<file path="src/rtl/sync_fifo.sv">
// Single-clock FIFO with occupancy count, almost-full/almost-empty thresholds,
// overflow/underflow pulses, synchronous flush and optional first-word-fall-through.
module sync_fifo #(
    parameter int DATA_WIDTH = 8,
    parameter int DEPTH      = 8,
    parameter int AF_LEVEL   = DEPTH - 2,
    parameter int AE_LEVEL   = 2,
    parameter bit FWFT       = 1'b0
) (
    input  logic                      clk,
    input  logic                      rst_n,
    input  logic                      clr,
    input  logic                      w_inc,
    input  logic [DATA_WIDTH-1:0]     wr_data,
    input  logic                      r_inc,
    output logic [DATA_WIDTH-1:0]     rd_data,
    output logic                      full,
    output logic                      empty,
    output logic                      almost_full,
    output logic                      almost_empty,
    output logic [$clog2(DEPTH):0]    count,
    output logic                      overflow,
    output logic                      underflow
);

    localparam int AW = $clog2(DEPTH);
    localparam int CW = AW + 1;
    localparam logic [CW-1:0] DEPTH_C = CW'(DEPTH);
    localparam logic [CW-1:0] AF_C    = CW'(AF_LEVEL);
    localparam logic [CW-1:0] AE_C    = CW'(AE_LEVEL);

    logic [DATA_WIDTH-1:0] mem [DEPTH];
    logic [AW-1:0]         wptr;
    logic [AW-1:0]         rptr;
    logic [CW-1:0]         count_nxt;
    logic                  wr_ok;
    logic                  rd_ok;

    // Handshake: a write is taken on any edge where w_inc is high and the
    // registered full flag is low; a read likewise with r_inc and !empty.
    // Rejected requests raise a one-cycle error pulse; clr overrides both.
    assign wr_ok = w_inc && !full  && !clr;
    assign rd_ok = r_inc && !empty && !clr;

    always_comb begin
        count_nxt = count;
        if (clr)
            count_nxt = '0;
        else if (wr_ok && !rd_ok)
            count_nxt = count + CW'(1);
        else if (rd_ok && !wr_ok)
            count_nxt = count - CW'(1);
    end

    always_ff @(posedge clk or negedge rst_n) begin
        if (!rst_n) begin
            wptr         <= '0;
            rptr         <= '0;
            count        <= '0;
            full         <= 1'b0;
            empty        <= 1'b1;
            almost_full  <= (AF_LEVEL == 0);
            almost_empty <= 1'b1;
            overflow     <= 1'b0;
            underflow    <= 1'b0;
        end else begin
            count        <= count_nxt;
            full         <= (count_nxt == DEPTH_C);
            empty        <= (count_nxt == '0);
            almost_full  <= (count_nxt >= AF_C);
            almost_empty <= (count_nxt <= AE_C);
            if (clr) begin
                wptr      <= '0;
                rptr      <= '0;
                overflow  <= 1'b0;
                underflow <= 1'b0;
            end else begin
                overflow  <= w_inc && full;
                underflow <= r_inc && empty;
                if (wr_ok) wptr <= wptr + AW'(1);
                if (rd_ok) rptr <= rptr + AW'(1);
            end
        end
    end

    // Storage carries no reset; contents are meaningless once the pointers clear.
    always_ff @(posedge clk) begin
        if (wr_ok) mem[wptr] <= wr_data;
    end

    generate
        if (FWFT) begin : g_fwft
            assign rd_data = empty ? '0 : mem[rptr];
        end else begin : g_reg
            always_ff @(posedge clk or negedge rst_n) begin
                if (!rst_n)
                    rd_data <= '0;
                else if (clr)
                    rd_data <= '0;
                else if (rd_ok)
                    rd_data <= mem[rptr];
            end
        end
    endgenerate

endmodule

</file>
<file path="config.mk">
export PLATFORM = sky130hd
export DESIGN_NAME = sync_fifo
export DESIGN_NICKNAME = d
export VERILOG_FILES = /design/src/rtl/sync_fifo.sv
export SDC_FILE = /design/constraint.sdc
export NUM_CORES = 1
export LEC_CHECK = 0
export ABC_AREA = 0
export ABC_CLOCK_PERIOD_IN_PS = 2070
export CAP_MARGIN = 20
export CORE_MARGIN = 10
export CORE_UTILIZATION = 51
export CTS_BUF_LIST = sky130_fd_sc_hd__clkbuf_16
export DETAILED_ROUTE_END_ITERATION = 8
export PLACE_DENSITY_LB_ADDON = 0.2
export RECOVER_POWER = 100
export SLEW_MARGIN = 10
export SYNTH_ARGS = -nofsm -noshare
export SYNTH_HDL_FRONTEND = slang
export SYNTH_SLANG_ARGS = --single-unit
</file>
<file path="constraint.sdc">
create_clock -name clk -period 2.07 [get_ports clk]
set_input_delay 0.414 -clock clk [delete_from_list [all_inputs] [get_ports clk]]
set_output_delay 0.414 -clock clk [all_outputs]
set_load 0.005 [all_outputs]
</file>
==> metrics.md <==
| Metric | Value |
|---|---|
| CTS tree | yes |
| Setup slack, reg-to-reg | 310 ps |
| Vias/cell | 5.37 |
| Buf+Inv Stages, Crit Path | 1 |
| Pin count of the biggest net entering global routing | 25 |
| Clk_skew | 8.11 ps |
| Syn Area/Cell | 16.4 um2 |
| Hold_sp | empty |
| Minimum clock period | 1880 ps |
| Leakage | 0.00159 uW |
| Arr. time, crit path | 1470 ps |
| Crit-path max cell delay | 570 ps |
| Num CTS Buffers | 9 |
| EDFF count, synth | 64 |
| Pre-CTS WS | -25.6 ps |
| Initial core utilization | 52.9% |
| Most frequent cells after synthesis | edfxtp_1 (64), nor2_1 (25), dfrtp_1 (22) |
| Vias in the first global route | 2050 |
| Hold endpoint | underflow |
| XOR/XNOR Fraction of Synth Area | 1.20% |
| Status | finished, final reports clean |
| Cells after Synth | 221 |
| Pre-Repair DR Iteration Count | 4 |
| Vias | 2010 |
| Cell Area, Synth | 0.00363 mm2 |
| Placement Rows | 30 |
| Post-CTS Hold Buffers | 0 |
| Synth Warn # | 0 |
| Clock Path Buffers | 2 |
| Synthesized-area fraction occupied by adder cells | 1.38% |
| Hold depth | 2 |
| Min-delay worst type | reg -> reg |
| Ant. Diodes | 0 |
| Fraction of layout cells with a size suffix above 1 | 20.9% |
| Reg2Reg Depth | 4 |
| Library cells used by synthesis | 35 |
| CP max stage cell | dlygate4sd3_1 |
| GR Util All Layers | 13.2% |
| Seq/Total Area, Yosys | 69.5% |
| Cell taking the most area after synthesis | edfxtp_1 |
| Power, Total | 4680 uW |
| FF-to-FF End | rd_data[7] |
| Yosys reg bits | 88 |
| Grt ovf | 0 |
| Post-synth top area share | 52.9% |
| Most common cell in the netlist | edfxtp_1 |
| Clock transition at the registers of the reported paths | 60 ps |
| Fmax | 532 MHz |
| Max cap viols | 0 |
| Global-route wire length before repair | 11.2 mm |
| Main synth FF type | edfxtp_1 |
| Die area | 0.0109 mm2 |
| Crit path kind | reg -> out |
| GPL Wtd Cong | 0.778 |
| Core box area | 0.00687 mm2 |
| Area Growth Syn to Fin | 21.9% |
| Iter 0 DRT Violations | 86 |
| Crit-path cells | dlygate4sd3_1 |
| Final Cycle Share | 90.8% |
| Final Slew Violations | 0 |
| Worst setup SP type | register |
| Clock Sink Count | 88 |
| Synthesized Nets | 238 |
| Endpoints failing setup | 0 |
| # IOs | 31 |
| Detailed placement HPWL | 4.63 mm |
| DIE HEIGHT | 104 um |
| FF-to-FF Start | rptr[0] |
| # DRC | 0 |
| Resized cells post-CTS | 0 |
| Peak supply drop | 513 uV |
| Largest family of logic cells by synthesized area | multiplexers |
| CTS H-tree lvls | 3 |
| CP delay by family, top | buffers and inverters |
| Post-CTS setup buffer count | 0 |
| Root buf cell | clkbuf_16 |
| Setup repair after global routing missed its margin | false |
| Routed WL | 6.82 mm |
| Simple-gate share of the synthesized area | 8.88% |
| Post-synthesis mux area share | 12.1% |
| Critical Path Sink Type | output pin |
| Rel. slew slack | 16.6% |
| Setup tns final | 0 ps |
| Required @ worst endpoint | 1660 ps |
| Worst slew pin tran | 1250 ps |
| Skew-Pair Late Insertion Delay | 340 ps |
| Nets | 290 |
| Compound-Gate Fraction of Synth Area | 4.48% |
| Synth area leaders | edfxtp_1 (53%), dfrtp_1 (15%), mux4_2 (9.9%), nor2_1 (2.6%), mux2i_1 (2.2%) |
| Setup ws final | 191 ps |
| Antenna violations before repair | 0 |
| Post-DR wirelength/cell | 18.2 um |
| Hold Fails Final Rpt | 0 |
| Crit-path max FO | 4 |
| Remaining antenna violation count after routing | 0 |
| PortBufs | 30 |
| Pwr Density | 1060 mW/mm2 |
| Post-synth ARST share | 27.3% |
| Die boundary width | 104 um |
## power by group
part           switching (uW)  total [uW]  internal (uW)  leakage (uW)
Combinational             431         868            437      0.000534
Sequential               56.0        2080           2020      0.000897
Clock                     667        1730           1060      0.000162
## area by class of cell
type                            count  area (um2)
Inverter                            2        7.51
Timing Repair Buffer               54         442
Sequential cell                    88        2520
Clock inverter                      7        95.1
Fill cell                         511        2440
Tap cell                           96         120
Clock buffer                        9         225
Multi-Input combinational cell    118        1010
## kinds of logic after synthesis
family,Yosys count
DFF,88
and+or+nand+nor,63
muxes,24
AOI/OAI and AO/OA,22
buffers and inverters,15
xor gates and xnor gates,5
adders and majority gates,4
## registers in the layout, summed over array words and instances, names as in the netlist
name / flops
almost_empty: 1
empty: 1
rd_data: 8
mem: 64
rptr: 3
count: 4
full: 1
underflow: 1
wptr: 3
almost_full: 1
overflow: 1
## through the flow
stage | cell area [um2] | utilization (%) | hold WS (ps) | std cells
floorplan | 3630 | - | 118 | 221
global placement | 4170 | 60.7 | 498 | 358
detailed placement | 4170 | 60.7 | 488 | 358
CTS | 4490 | 65.3 | 438 | 374
global route | 4430 | 64.5 | 525 | 374
finish | 4430 | 64.5 | 501 | 374
## how the worst max path moves through the flow
| stage | cells past startpoint | slack [ps] | from | end |
|---|---|---|---|---|
| 2_1_floorplan | 4 | 30 | full | mem[0][0] |
| 3_3_place_gp | 7 | 10 | w_inc | mem[1][1] |
| 3_5_place_dp | 7 | -30 | w_inc | mem[1][3] |
| 4_1_cts | 1 | 240 | empty | empty |
| 5_1_grt | 4 | 110 | clr | almost_full |
| 6_report | 1 | 190 | empty | empty |
## metal layers
| metal | track usage, % | wire [um] | vias up |
|---|---|---|---|
| met3 | 3.59 | 268 | 11 |
| met2 | 20.1 | 3230 | 40 |
| li1 | - | - | 956 |
| met4 | 5.67 | 126 | 0 |
| met5 | 0 | 0 | - |
| met1 | 17.3 | 3200 | 1003 |
## cell usage in the layout (no fill, tap or decap), types with 2 or more instances in the layout
master | synthesis | layout
clkdlybuf4s50_1 | 0 | 4
clkbuf_1 | 2 | 5
ha_1 | 4 | 4
buf_4 | 4 | 10
xnor2_1 | 3 | 3
nand2b_1 | 4 | 4
nand2_1 | 10 | 10
dfrtp_1 | 22 | 22
a211oi_1 | 10 | 10
edfxtp_1 | 64 | 64
mux2i_1 | 8 | 8
a21o_1 | 2 | 2
nor3_1 | 7 | 7
mux4_2 | 16 | 16
a21oi_1 | 5 | 5
inv_1 | 2 | 3
dlygate4sd3_1 | 0 | 26
dfstp_2 | 2 | 2
inv_6 | 0 | 3
xor2_1 | 2 | 2
bufinv_16 | 0 | 2
or3_1 | 2 | 2
clkbuf_2 | 0 | 8
clkbuf_16 | 0 | 9
nor2_1 | 25 | 25
nand3_1 | 7 | 7
## worst min-delay path: cells and delay by family (launching register included)
family	cells	cell delay, ps
flops	1	380
simple gates	2	80
Power figures use the tool's default switching activity.
